### src/rtl/riscv_pkg.sv
// Shared types and constants for the fetch stage of the single-cycle RISC-V core.
//   pc_src_t      : next-PC select encoding driven by the core
//   fetch_state_t : fetch FSM state encoding
//   NOP, RESET_VECTOR, TRAP_VECTOR : architectural constants
//   clear_low2 / is_misaligned     : word-alignment helpers for jump targets
package riscv_pkg;

  typedef enum logic [1:0] {
    PC_PLUS4  = 2'b00,
    PC_BRANCH = 2'b01,
    PC_JALR   = 2'b10,
    PC_TRAP   = 2'b11
  } pc_src_t;

  typedef enum logic [1:0] {
    INIT  = 2'd0,
    FETCH = 2'd1,
    ISSUE = 2'd2
  } fetch_state_t;

  localparam logic [31:0] NOP          = 32'h0000_0013;
  localparam logic [31:0] RESET_VECTOR = 32'h0000_0000;
  localparam logic [31:0] TRAP_VECTOR  = 32'h0000_0100;

  // Force a target onto a word boundary.
  function automatic logic [31:0] clear_low2(input logic [31:0] addr);
    return {addr[31:2], 2'b00};
  endfunction

  function automatic logic is_misaligned(input logic [31:0] addr);
    return addr[1:0] != 2'b00;
  endfunction

endpackage

### src/rtl/unidad_fetch_if.sv
// Handshake bundle between the fetch unit, instruction memory and the core.
//   imem_req    : fetch request (address is the fetch unit's PC output)
//   imem_ready  : imem_rdata valid this cycle
//   imem_rdata  : instruction word returned by memory
//   instr       : registered instruction presented to the core
//   instr_valid : instr valid for the core
//   stall       : core not ready to consume instr
// Modports: master = fetch unit, slave = memory/core side.
interface unidad_fetch_if;

  logic        imem_req;
  logic        imem_ready;
  logic [31:0] imem_rdata;
  logic [31:0] instr;
  logic        instr_valid;
  logic        stall;

  modport master (
    output imem_req,
    input  imem_ready,
    input  imem_rdata,
    output instr,
    output instr_valid,
    input  stall
  );

  modport slave (
    input  imem_req,
    output imem_ready,
    output imem_rdata,
    input  instr,
    input  instr_valid,
    output stall
  );

endinterface

### src/rtl/unidad_fetch.sv
// Sequential fetch unit: owns the PC, fetches one instruction per FETCH/ISSUE pair and
// selects the next PC from the external PC+4 adder, a branch target, a JALR target or
// the trap vector.
//
// Ports:
//   clk, reset    : clock, asynchronous active-high reset
//   Suma          : PC+4 from the external Sumador adder (combinational from PC)
//   PC            : current program counter (adder input and imem address)
//   pc_src        : next-PC select (00 Suma, 01 branch, 10 jalr, 11 trap)
//   branch_target : branch/JAL destination
//   jalr_target   : JALR destination before bit-0 clearing
//   bus           : imem req/ready/rdata and core instr/instr_valid/stall handshake
//   misalign      : one-cycle pulse after a misaligned-target trap
//   bad_addr      : offending target of the last misaligned trap
//   instret       : retired-instruction counter (wraps)
//
// Build option: MISALIGN_TRAP_EN makes a misaligned branch/jalr target trap; when
// undefined the low two target bits are dropped and misalign/bad_addr read 0.
module unidad_fetch
  import riscv_pkg::*;
(
  input  logic           clk,
  input  logic           reset,
  input  logic [31:0]    Suma,
  output logic [31:0]    PC,
  input  logic [1:0]     pc_src,
  input  logic [31:0]    branch_target,
  input  logic [31:0]    jalr_target,
  unidad_fetch_if.master bus,
  output logic           misalign,
  output logic [31:0]    bad_addr,
  output logic [31:0]    instret
);

  localparam logic [1:0] StInit  = INIT;
  localparam logic [1:0] StFetch = FETCH;
  localparam logic [1:0] StIssue = ISSUE;

  logic [1:0]  state_q, state_d;
  logic [31:0] pc_q, pc_d;
  logic [31:0] instr_q, instr_d;
  logic [31:0] instret_q, instret_d;

  pc_src_t     sel;
  logic        retire;
  logic [31:0] target;
  logic        target_used;
  logic [31:0] next_pc;

  assign sel    = pc_src_t'(pc_src);
  assign retire = (state_q == StIssue) && !bus.stall;

  // Candidate jump target; only meaningful for branch and jalr selects.
  always_comb begin
    target      = '0;
    target_used = 1'b0;
    case (sel)
      PC_BRANCH: begin
        target      = branch_target;
        target_used = 1'b1;
      end
      PC_JALR: begin
        target      = jalr_target & ~32'h1;
        target_used = 1'b1;
      end
      default: begin
        target      = '0;
        target_used = 1'b0;
      end
    endcase
  end

`ifdef MISALIGN_TRAP_EN
  logic        target_bad;
  logic        misalign_q, misalign_d;
  logic [31:0] bad_addr_q, bad_addr_d;

  assign target_bad = target_used && is_misaligned(target);

  always_comb begin
    if (sel == PC_TRAP || target_bad) begin
      next_pc = TRAP_VECTOR;
    end else if (target_used) begin
      next_pc = target;
    end else begin
      next_pc = Suma;
    end
  end

  // The pulse is registered so it lands on the first FETCH cycle after the trap.
  always_comb begin
    misalign_d = retire && target_bad;
    bad_addr_d = bad_addr_q;
    if (retire && target_bad) begin
      bad_addr_d = target;
    end
  end

  always_ff @(posedge clk or posedge reset) begin
    if (reset) begin
      misalign_q <= 1'b0;
      bad_addr_q <= '0;
    end else begin
      misalign_q <= misalign_d;
      bad_addr_q <= bad_addr_d;
    end
  end

  assign misalign = misalign_q;
  assign bad_addr = bad_addr_q;
`else
  always_comb begin
    if (sel == PC_TRAP) begin
      next_pc = TRAP_VECTOR;
    end else if (target_used) begin
      next_pc = clear_low2(target);
    end else begin
      next_pc = Suma;
    end
  end

  assign misalign = 1'b0;
  assign bad_addr = '0;
`endif

  always_comb begin
    state_d   = state_q;
    pc_d      = pc_q;
    instr_d   = instr_q;
    instret_d = instret_q;
    case (state_q)
      StInit: begin
        state_d = StFetch;
      end
      StFetch: begin
        if (bus.imem_ready) begin
          instr_d = bus.imem_rdata;
          state_d = StIssue;
        end
      end
      StIssue: begin
        if (!bus.stall) begin
          pc_d      = next_pc;
          instret_d = instret_q + 32'd1;
          state_d   = StFetch;
        end
      end
      default: begin
        state_d = StInit;
      end
    endcase
  end

  always_ff @(posedge clk or posedge reset) begin
    if (reset) begin
      state_q   <= StInit;
      pc_q      <= RESET_VECTOR;
      instr_q   <= NOP;
      instret_q <= '0;
    end else begin
      state_q   <= state_d;
      pc_q      <= pc_d;
      instr_q   <= instr_d;
      instret_q <= instret_d;
    end
  end

  // Handshake outputs decode straight from state so reset clears them immediately.
  assign bus.imem_req    = (state_q == StFetch);
  assign bus.instr_valid = (state_q == StIssue);
  assign bus.instr       = instr_q;
  assign PC              = pc_q;
  assign instret         = instret_q;

endmodule

### src/flat_wrapper.sv
// flat-port wrapper written by rule: the top's interface ports become plain ports
module unidad_fetch_flat import riscv_pkg::*;
  (clk, reset, Suma, PC, pc_src, branch_target, jalr_target, misalign, bad_addr, instret, bus_imem_req, bus_imem_ready, bus_imem_rdata, bus_instr, bus_instr_valid, bus_stall);
  unidad_fetch_if bus_i ();
  input  logic clk;
  input  logic reset;
  input  logic [31:0] Suma;
  output logic [31:0] PC;
  input  logic [1:0] pc_src;
  input  logic [31:0] branch_target;
  input  logic [31:0] jalr_target;
  output logic misalign;
  output logic [31:0] bad_addr;
  output logic [31:0] instret;
  output wire logic [$bits(bus_i.imem_req)-1:0] bus_imem_req;
  input wire logic [$bits(bus_i.imem_ready)-1:0] bus_imem_ready;
  input wire logic [$bits(bus_i.imem_rdata)-1:0] bus_imem_rdata;
  output wire logic [$bits(bus_i.instr)-1:0] bus_instr;
  output wire logic [$bits(bus_i.instr_valid)-1:0] bus_instr_valid;
  input wire logic [$bits(bus_i.stall)-1:0] bus_stall;
  assign bus_imem_req = bus_i.imem_req;
  assign bus_i.imem_ready = bus_imem_ready;
  assign bus_i.imem_rdata = bus_imem_rdata;
  assign bus_instr = bus_i.instr;
  assign bus_instr_valid = bus_i.instr_valid;
  assign bus_i.stall = bus_stall;
  unidad_fetch u_core (.clk(clk), .reset(reset), .Suma(Suma), .PC(PC), .pc_src(pc_src), .branch_target(branch_target), .jalr_target(jalr_target), .bus(bus_i), .misalign(misalign), .bad_addr(bad_addr), .instret(instret));
endmodule
### config.mk
export PLATFORM = sky130hd
export DESIGN_NAME = unidad_fetch_flat
export DESIGN_NICKNAME = d
export VERILOG_FILES = /design/src/rtl/riscv_pkg.sv /design/src/rtl/unidad_fetch_if.sv /design/src/rtl/unidad_fetch.sv /design/src/flat_wrapper.sv
export SDC_FILE = /design/constraint.sdc
export NUM_CORES = 1
export LEC_CHECK = 0
export CAP_MARGIN = 20
export CORE_AREA = 3 3 80 157
export DETAILED_ROUTE_END_ITERATION = 7
export DIE_AREA = 0 0 83 160
export GPL_ROUTABILITY_DRIVEN = 0
export PLACE_DENSITY_LB_ADDON = 0.1
export SYNTH_ARGS = -nofsm -noshare
export SYNTH_HDL_FRONTEND = slang
export SYNTH_SLANG_ARGS = --single-unit
export TNS_END_PERCENT = 10
### constraint.sdc
create_clock -name clk -period 10.26 [get_ports clk]
set_clock_uncertainty 0.05 [all_clocks]
set_input_delay 2.052 -clock clk [delete_from_list [all_inputs] [get_ports clk]]
set_output_delay 2.052 -clock clk [all_outputs]
set_load 0.02 [all_outputs]
# After elaboration in Yosys (flattened, before gate mapping)
# Index checks and enable logic that the tools add are counted.
[totals]
reg_bits = 98
inputBits = 134
out_inout_bits = 131
wordCells = 25
[op_classes]
n_addsub = 1
eq_ne = 7
muxes = 7
n_bitwise = 1
n_reduce_logical = 5
[op_table]
columns = ["operator", "n"]
rows = [
  ["$mux 32", 2],
  ["$pmux 32 s2", 1],
  ["$add 32x1->32 const B", 1],
  ["$eq 2x2->1 const B", 3],
  ["$pmux 2 s3", 1],
  ["$reduce_and 2->1", 3],
  ["$eq 2x1->1 const B", 2],
  ["$mux 2", 2],
  ["$logic_not 2->1", 1],
  ["$ne 2x1->1 const B", 1],
  ["$ne 2x2->1 const B", 1],
  ["$reduce_or 2->1", 1],
  ["$mux 1", 1],
  ["$not 1->1", 1],
]

# Longest topological paths before layout
# Gate-level depths: netlist (run 1).
[depth]
ltp_word = 5
depth_mapped = 7
mapped_depth_nobuf = 6

# Least setup slack after synthesis (run 1)
# No wires, ideal clock.
[synth_timing]
kind = "input port to flip-flop"
from = "in pc_src[0]"
to = "reg u_core.pc_q[8] (netlist: u_core.PC[8])"
setup_time_ps = 128
arrival_ps = 3138
t_required_ps = 10082
path_slack_ps = 6944
cell_stages = 7
path_buffers = 2
cell_sequence = "inv_1 > ha_1 > clkbuf_1 > clkbuf_1 > nor2_1 > a211oi_1 > o21ai_0"
[synth_via]
elab_chain_len = 5
word_cells_on_any_way = 8
cone_classes = "eq/ne (3); mux (4); reduce/logical (1)"
[synth_lines]
columns = ["item", "line", "rtl"]
rows = [
  ["start, declared", "flat_wrapper.sv:9", "input logic [1:0] pc_src;"],
  ["$eq 2x1->1 or $eq 2x2->1 (tied branches)", "unidad_fetch.sv:57", "case (sel)"],
  ["$reduce_or 2->1 (no source line)", "n/a", ""],
  ["$mux 1", "unidad_fetch.sv:57", ""],
  ["$mux 32", "unidad_fetch.sv:115", "end else if (target_used) begin"],
  ["$mux 32 *", "unidad_fetch.sv:113", "if (sel == PC_TRAP) begin"],
  ["end signal, assigned", "unidad_fetch.sv:162", "pc_q <= pc_d;"],
  ["end, declared", "unidad_fetch.sv:40", "logic [31:0] pc_q, pc_d;"],
]
# Mark *: on every way between the ends. The rest lies on a longest branch, timed or not.
# A chain may end at the register's enable or synchronous reset.

# Worst setup path after layout (run 1)
# Same ends and word-level chain as after synthesis.

==> metrics.txt, run 1 <==
# TYPE chip_impl_metric gauge
chip_impl_metric{name="cp_data_required_time",unit="ns"} 10.41
chip_impl_metric{name="num_rows",unit=""} 55
chip_impl_metric{name="timing.fmax",unit="GHz"} 0.256
chip_impl_metric{name="post-dp-hpwl",unit="um"} 10500
chip_impl_metric{name="power_density",unit="mW/mm^2"} 228
chip_impl_metric{name="count_of_placed_standard_cells_in_the_final_layout_fillers_left_out",unit=""} 818
chip_impl_metric{name="hold_depth",unit=""} 2
chip_impl_metric{name="initial_core_util",unit=""} 0.418
chip_impl_metric{name="worst_slack",unit="ns"} 6.35
chip_impl_metric{name="globalRoute.totalOverflow",unit=""} 0
chip_impl_metric{name="track_usage",unit=""} 0.200
chip_impl_metric{name="clock_tree_buf_depth",unit=""} 2
chip_impl_metric{name="time_the_worst_path_needs_with_i_o_delays_and_setup",unit="ns"} 3.91
chip_impl_metric{name="drive_gt1_frac",unit=""} 0.0932
chip_impl_info{name="cp_slowest_cell",value="sky130_fd_sc_hd__ha_2"} 1
chip_impl_metric{name="cts_hold_buf",unit=""} 0
chip_impl_metric{name="synth.distinct_cells",unit=""} 36
chip_impl_metric{name="worst-slew-pin-transition",unit="ns"} 1.05
chip_impl_metric{name="die_height",unit="um"} 160
chip_impl_metric{name="vias_per_cell",unit=""} 4.93
chip_impl_metric{name="post_cts.resized_instances",unit=""} 0
chip_impl_metric{name="detail_route.wirelength",unit="um"} 13400
chip_impl_metric{name="detailedRoute.firstIterationViolations",unit=""} 145
chip_impl_metric{name="critical_path_arrival",unit="ns"} 4.06
chip_impl_metric{name="dr_total_vias",unit=""} 4029
chip_impl_metric{name="fp.dieArea",unit="sq mm"} 0.0133
chip_impl_metric{name="critical_path_max_stage_delay",unit="ns"} 0.96
chip_impl_metric{name="placement.io_buffers",unit=""} 227
chip_impl_metric{name="total_cts_buffers",unit=""} 9
chip_impl_metric{name="ioPinCount",unit=""} 265
chip_impl_metric{name="synthesis.instances",unit=""} 455
chip_impl_metric{name="fin_nets",unit=""} 809
chip_impl_info{name="timing.hold.worst.class",value="reg -> reg"} 1
chip_impl_metric{name="detail-route-antenna-nets",unit=""} 0
chip_impl_info{name="outcome",value="complete, no violations"} 1
chip_impl_metric{name="clk_pin_slew",unit="ns"} 0.06
chip_impl_metric{name="final_max_slew_viol_count",unit=""} 0
chip_impl_info{name="path_class",value="in -> reg"} 1
chip_impl_metric{name="utilization",unit=""} 0.640
chip_impl_metric{name="post-place-cells",unit=""} 802
chip_impl_metric{name="synthToLayoutAreaGrowth",unit="%"} 53.1
chip_impl_metric{name="slew-limit-headroom",unit=""} 0.297
chip_impl_metric{name="setup_violations",unit=""} 0
chip_impl_metric{name="routed_wire_length_per_instance",unit="um"} 16.4
chip_impl_metric{name="peakVddDrop",unit="uV"} 149
chip_impl_metric{name="max-cap-violations",unit=""} 0
chip_impl_metric{name="grt_pass1_vias",unit=""} 4119
chip_impl_metric{name="antenna-diode-count",unit=""} 0
chip_impl_metric{name="yosysSeqAreaShare",unit=""} 0.514
chip_impl_info{name="timing.critical_path.cells",value="clkdlybuf4s50_1 > inv_1 > ha_2 > nor2_1 > a211oi_1 > o21ai_0"} 1
chip_impl_info{name="endpoint_kind_of_the_worst_setup_timing_path",value="register"} 1
chip_impl_metric{name="report.final.hold_viol_count",unit=""} 0
chip_impl_metric{name="cts_setup_buffers",unit=""} 0
chip_impl_metric{name="tritoncts_num_sinks",unit=""} 98
chip_impl_metric{name="total_leakage_power",unit="nW"} 3.17
chip_impl_metric{name="maximum_number_of_pins_on_one_net_before_global_route_repair",unit=""} 65
chip_impl_metric{name="ys_seq_elements",unit=""} 98
chip_impl_metric{name="path_max_fanout",unit=""} 61
chip_impl_info{name="cts_tree",value="done"} 1
chip_impl_metric{name="reg2reg_slack",unit="ns"} 8.28
chip_impl_metric{name="setup-tns-final",unit="ns"} 0
chip_impl_metric{name="syn_area",unit="sq mm"} 0.00478
chip_impl_metric{name="grt_antenna_before_repair",unit=""} 0
chip_impl_info{name="grt_setup_unrepaired",value="no"} 1
chip_impl_metric{name="worst_slack_at_placement",unit="ns"} 5.98
chip_impl_metric{name="yosys_warning_total",unit=""} 0
chip_impl_metric{name="drt_first_pass_iters",unit=""} 4
chip_impl_metric{name="synth_area_per_cell",unit="sq um"} 10.5
chip_impl_metric{name="grt_first_pass_wirelength",unit="um"} 21300
chip_impl_metric{name="placeableCoreArea",unit="sq mm"} 0.0114
chip_impl_metric{name="fin_crit_sh",unit=""} 0.381
chip_impl_metric{name="fin_hold_ws",unit="ns"} 0.424
chip_impl_metric{name="die_w",unit="um"} 83
chip_impl_info{name="cts_root_buf",value="sky130_fd_sc_hd__clkbuf_16"} 1
chip_impl_info{name="crit_path_start_kind",value="input port"} 1
chip_impl_metric{name="clk-insertion-delay-late",unit="ns"} 0.34
chip_impl_metric{name="worst-r2r-cell-count",unit=""} 5
chip_impl_metric{name="total_drc_errors_in_the_routed_layout",unit=""} 0
chip_impl_metric{name="cts_max_level",unit=""} 3
## worst paths after layout
path                              startpoint             endpoint
hold reg to reg                 u_core.PC[2]         u_core.PC[2]
setup / recovery                   pc_src[0]         u_core.PC[8]
min in group asynchronous              reset  u_core.bus.instr[8]
hold / removal                  u_core.PC[2]         u_core.PC[2]
setup reg to reg           u_core.instret[0]   u_core.instret[28]
max in group asynchronous              reset         u_core.PC[8]
## state kept, by name (all words and copies together) (netlist names)
signal / cells
u_core.state_q: 2
u_core.PC: 32
u_core.bus.instr: 32
u_core.instret: 32
## metal layers
layer	part of all wire	up-vias	wire, um	track usage
li1	-	1947	-	-
met2	0.55	181	7310	0.372
met1	0.35	1883	4710	0.211
met4	0.020	0	274	0.0640
met5	0	-	0	0
met3	0.082	18	1100	0.0609
## cell usage after synthesis
cell                       count  share of area
sky130_fd_sc_hd__dfrtp_1      95           0.50
sky130_fd_sc_hd__nand2_1      45          0.035
sky130_fd_sc_hd__nor2_1       38          0.030
sky130_fd_sc_hd__buf_4        33          0.052
sky130_fd_sc_hd__mux2_2       33          0.078
sky130_fd_sc_hd__o21ai_0      33          0.035
sky130_fd_sc_hd__a22oi_1      30          0.047
sky130_fd_sc_hd__a21oi_1      29          0.030
sky130_fd_sc_hd__xnor2_1      23          0.042
sky130_fd_sc_hd__clkbuf_1     16          0.013
sky130_fd_sc_hd__nand3_1      14          0.015
sky130_fd_sc_hd__nand4_1       9          0.012
sky130_fd_sc_hd__xor2_1        8          0.015
sky130_fd_sc_hd__buf_2         7         0.0073
sky130_fd_sc_hd__inv_1         6         0.0047
sky130_fd_sc_hd__and3_1        5         0.0065
sky130_fd_sc_hd__ha_1          4          0.010
sky130_fd_sc_hd__dfstp_2       3          0.016
sky130_fd_sc_hd__nor4_4        3          0.013
sky130_fd_sc_hd__and4_1        2         0.0037
sky130_fd_sc_hd__nand2b_1      2         0.0026
sky130_fd_sc_hd__nand3b_1      2         0.0031
sky130_fd_sc_hd__nor2b_1       2         0.0026
sky130_fd_sc_hd__a211oi_1      1         0.0016
sky130_fd_sc_hd__a21o_1        1         0.0016
sky130_fd_sc_hd__and2b_2       1         0.0018
sky130_fd_sc_hd__and3b_1       1         0.0018
sky130_fd_sc_hd__buf_6         1         0.0024
sky130_fd_sc_hd__conb_1        1        0.00078
sky130_fd_sc_hd__nand3b_4      1         0.0042
sky130_fd_sc_hd__nand4_4       1         0.0045
sky130_fd_sc_hd__nand4b_4      1         0.0050
sky130_fd_sc_hd__nor3_1        1         0.0010
sky130_fd_sc_hd__nor3b_1       1         0.0016
sky130_fd_sc_hd__nor4_1        1         0.0013
sky130_fd_sc_hd__or2_1         1         0.0013
## worst max-delay path, delay by kind of cell
kind	cells	cell delay [ns]
adder cells (fa/ha/maj)	1	0.96
buffers and inverters	2	0.57
AO/OA/AOI/OAI	2	0.32
AND/OR/NAND/NOR	1	0.15
## cells by family after synthesis
| kind of cell | share of synthesized area |
|---|---|
| xor+xnor | 0.0568 |
| fa+ha+maj | 0.0105 |
| flops | 0.514 |
| other cells | 0.000785 |
| mux | 0.0778 |
| simple gates | 0.146 |
| buf+inv | 0.0788 |
| compound gates | 0.115 |
## power breakdown
part	leakage, nW	internal [mW]	switching (mW)
logic	1.77	0.370	0.360
registers	1.26	0.522	0.0789
clock network	0.143	0.190	0.145
total	3.17	1.08	0.584
## stage by stage
step                total power [mW]  cell area, sq um
finish                          1.67              7320
global placement                1.33              7020
global route                    1.76              7320
CTS                             1.69              7320
detailed placement              1.35              7020
floorplan                      0.972              4900
## final cells by class
cell class	instances	area (sq um)
Clock buffer	10	229
Timing Repair Buffer	230	2290
Clock inverter	6	65.1
Sequential cell	98	2460
Multi-Input combinational cell	326	2070
Tap cell	142	178
Fill cell	987	4110
Inverter	6	25.0
## cell usage in the layout, fill, tap and decap left out, types with 2 or more instances in the layout
master / count
sky130_fd_sc_hd__a21oi_1: 29
sky130_fd_sc_hd__a22oi_1: 30
sky130_fd_sc_hd__and3_1: 5
sky130_fd_sc_hd__and4_1: 2
sky130_fd_sc_hd__buf_4: 3
sky130_fd_sc_hd__clkbuf_16: 9
sky130_fd_sc_hd__clkdlybuf4s50_1: 227
sky130_fd_sc_hd__clkinv_2: 2
sky130_fd_sc_hd__conb_1: 33
sky130_fd_sc_hd__dfrtp_1: 95
sky130_fd_sc_hd__dfstp_2: 3
sky130_fd_sc_hd__ha_1: 3
sky130_fd_sc_hd__inv_1: 5
sky130_fd_sc_hd__inv_6: 2
sky130_fd_sc_hd__mux2_2: 33
sky130_fd_sc_hd__nand2_1: 45
sky130_fd_sc_hd__nand2b_1: 2
sky130_fd_sc_hd__nand3_1: 14
sky130_fd_sc_hd__nand3b_1: 2
sky130_fd_sc_hd__nand4_1: 9
sky130_fd_sc_hd__nor2_1: 38
sky130_fd_sc_hd__nor2b_1: 2
sky130_fd_sc_hd__nor4_4: 3
sky130_fd_sc_hd__o21ai_0: 33
sky130_fd_sc_hd__xnor2_1: 23
sky130_fd_sc_hd__xor2_1: 8
Power figures use the tool's default switching activity.
==> run 2, diff against run 1 <==
Settings changed: CORE_AREA 3 3 80 157 to 3 3 87 172, DIE_AREA 0 0 83 160 to 0 0 90 175.
Clock period 10.26 ns to 3.4 ns, I/O delays scaled along.
==> run 2 against run 1 <==
  * Critical path depth down 4
  * Via count is 0.82% higher
  * Core utilization fell by 11 points
  * Die area rose by 19%
  * Sequential cell count unchanged
  * Setup slack got worse by 5.4 ns
  * Combinational power rose to 3.0 times the previous value
  * Cell area increased by 1.4%
  * First-iteration DRC count shrank 29%
  * Sequential share of layout area shrank 0.46 points
  * Final cell count up 6.1%
  * Highest routed layer unchanged
==> metrics.txt, run 2 (synthesis gave the netlist of run 1 again) <==
# TYPE chip_impl_metric gauge
chip_impl_metric{name="vias_per_cell",unit=""} 4.68
chip_impl_metric{name="detail-route-antenna-nets",unit=""} 0
chip_impl_metric{name="post_cts.resized_instances",unit=""} 0
chip_impl_metric{name="maximum_number_of_pins_on_one_net_before_global_route_repair",unit=""} 53
chip_impl_metric{name="detailedRoute.firstIterationViolations",unit=""} 103
chip_impl_metric{name="cts_setup_buffers",unit=""} 0
chip_impl_metric{name="fin_nets",unit=""} 811
chip_impl_metric{name="total_leakage_power",unit="nW"} 3.19
chip_impl_info{name="grt_setup_unrepaired",value="no"} 1
chip_impl_metric{name="tritoncts_num_sinks",unit=""} 98
chip_impl_metric{name="cp_data_required_time",unit="ns"} 2.67
chip_impl_metric{name="peakVddDrop",unit="uV"} 316
chip_impl_metric{name="dr_total_vias",unit=""} 4062
chip_impl_metric{name="track_usage",unit=""} 0.174
chip_impl_metric{name="utilization",unit=""} 0.534
chip_impl_metric{name="routed_wire_length_per_instance",unit="um"} 15.9
chip_impl_metric{name="combined_flip_flop_and_latch_cell_area",unit="sq mm"} 0.00246
chip_impl_metric{name="max-cap-violations",unit=""} 0
chip_impl_info{name="crit_path_start_kind",value="register"} 1
chip_impl_metric{name="drive_gt1_frac",unit=""} 0.0973
chip_impl_metric{name="setup-tns-final",unit="ns"} 0
chip_impl_info{name="timing.hold.worst.class",value="reg -> reg"} 1
chip_impl_metric{name="clock_tree_buf_depth",unit=""} 2
chip_impl_metric{name="fin_hold_ws",unit="ns"} 0.428
chip_impl_metric{name="placeableCoreArea",unit="sq mm"} 0.0139
chip_impl_metric{name="critical_path_arrival",unit="ns"} 1.68
chip_impl_metric{name="total_cts_buffers",unit=""} 9
chip_impl_metric{name="globalRoute.totalOverflow",unit=""} 0
chip_impl_metric{name="initial_core_util",unit=""} 0.344
chip_impl_metric{name="placement.io_buffers",unit=""} 227
chip_impl_metric{name="synthToLayoutAreaGrowth",unit="%"} 55.2
chip_impl_metric{name="worst_slack_at_placement",unit="ns"} 0.446
chip_impl_metric{name="ioPinCount",unit=""} 265
chip_impl_metric{name="report.final.hold_viol_count",unit=""} 0
chip_impl_metric{name="hold_depth",unit=""} 1
chip_impl_metric{name="total_drc_errors_in_the_routed_layout",unit=""} 0
chip_impl_metric{name="clk-insertion-delay-late",unit="ns"} 0.35
chip_impl_metric{name="time_the_worst_path_needs_with_i_o_delays_and_setup",unit="ns"} 2.41
chip_impl_metric{name="drt_first_pass_iters",unit=""} 4
chip_impl_info{name="most-common-layout-cells",value="sky130_fd_sc_hd__clkdlybuf4s50_1, sky130_fd_sc_hd__dfrtp_1, sky130_fd_sc_hd__nand2_1"} 1
chip_impl_metric{name="worst-r2r-cell-count",unit=""} 4
chip_impl_info{name="cts_root_buf",value="sky130_fd_sc_hd__clkbuf_16"} 1
chip_impl_metric{name="num_rows",unit=""} 61
chip_impl_metric{name="fin_crit_sh",unit=""} 0.708
chip_impl_metric{name="setup_violations",unit=""} 0
chip_impl_info{name="cp_slowest_cell",value="sky130_fd_sc_hd__clkdlybuf4s50_1"} 1
chip_impl_metric{name="grt_antenna_before_repair",unit=""} 1
chip_impl_metric{name="cts_max_level",unit=""} 3
chip_impl_metric{name="final_max_slew_viol_count",unit=""} 0
chip_impl_info{name="path_class",value="reg -> out"} 1
chip_impl_metric{name="worst-slew-pin-transition",unit="ns"} 0.975
chip_impl_metric{name="slew-limit-headroom",unit=""} 0.350
chip_impl_metric{name="path_max_fanout",unit=""} 7
chip_impl_info{name="cts_tree",value="done"} 1
chip_impl_metric{name="grt_first_pass_wirelength",unit="um"} 21900
chip_impl_metric{name="multi_input_comb_area",unit="sq mm"} 0.00207
chip_impl_info{name="cp_top_family",value="buffers and inverters"} 1
chip_impl_metric{name="worst_slack",unit="ns"} 0.993
chip_impl_metric{name="timing.fmax",unit="GHz"} 0.415
chip_impl_info{name="endpoint_kind_of_the_worst_setup_timing_path",value="output pin"} 1
chip_impl_info{name="leading_cell_type_in_the_layout_fill_and_taps_excluded",value="sky130_fd_sc_hd__clkdlybuf4s50_1"} 1
chip_impl_info{name="timing.critical_path.cells",value="and2b_2 > clkdlybuf4s50_1"} 1
chip_impl_metric{name="detail_route.wirelength",unit="um"} 13800
chip_impl_metric{name="power_density",unit="mW/mm^2"} 674
chip_impl_metric{name="fp.dieArea",unit="sq mm"} 0.0158
chip_impl_metric{name="cts_hold_buf",unit=""} 0
chip_impl_metric{name="post-dp-hpwl",unit="um"} 10800
chip_impl_metric{name="worstPathBufferInverterCount",unit=""} 1
chip_impl_metric{name="clk_pin_slew",unit="ns"} 0.08
chip_impl_metric{name="cp.depth",unit=""} 2
chip_impl_metric{name="critical_path_max_stage_delay",unit="ns"} 0.63
chip_impl_metric{name="n_fill_cell",unit=""} 1304
chip_impl_metric{name="die_w",unit="um"} 90
chip_impl_metric{name="die_height",unit="um"} 175
chip_impl_metric{name="grt_pass1_vias",unit=""} 4152
chip_impl_info{name="outcome",value="complete, no violations"} 1
run 2: final timing paths:
kind,startpoint,end,slack (ns)
min reg2reg,u_core.instret[31],u_core.instret[31],0.43
max reg2reg,u_core.state_q[1],u_core.PC[29],1.38
min in group asynchronous,reset,u_core.bus.instr[23],0.71
max in group asynchronous,reset,u_core.bus.instr[18],1.85
max,u_core.state_q[0],bus_instr_valid,0.99
min,u_core.instret[31],u_core.instret[31],0.43
run 2: per-layer routing:
| layer | vias up | wire [um] | part of all wire | track usage |
|---|---|---|---|---|
| met5 | - | 0 | 0 | 0 |
| met4 | 0 | 240 | 0.017 | 0.0639 |
| met3 | 14 | 1040 | 0.075 | 0.0543 |
| met2 | 177 | 7970 | 0.58 | 0.339 |
| met1 | 1929 | 4520 | 0.33 | 0.167 |
| li1 | 1942 | - | - | - |
run 2: cell type report:
| class | instances | area share |
|---|---|---|
| Timing Repair Buffer | 232 | 0.316 |
| Inverter | 6 | 0.00337 |
| Clock buffer | 9 | 0.0304 |
| Tap cell | 189 | 0.0319 |
| Clock inverter | 7 | 0.00827 |
| Sequential cell | 98 | 0.331 |
| Antenna cell | 1 | 0.000337 |
| Multi-Input combinational cell | 326 | 0.279 |
run 2: power breakdown:
| group | switching (mW) | internal [mW] | leakage [nW] |
|---|---|---|---|
| clock | 0.470 | 0.511 | 0.140 |
| combinational | 1.08 | 1.12 | 1.79 |
| sequential | 0.238 | 1.57 | 1.26 |
run 2: through the flow:
stage	instance area [sq um]	power, mW	instances
after floorplan	4900	2.93	487
after global placement	7110	4.03	850
after detailed placement	7110	4.07	850
after CTS	7400	5.07	866
after global routing	7420	5.30	868
final	7420	5.00	868
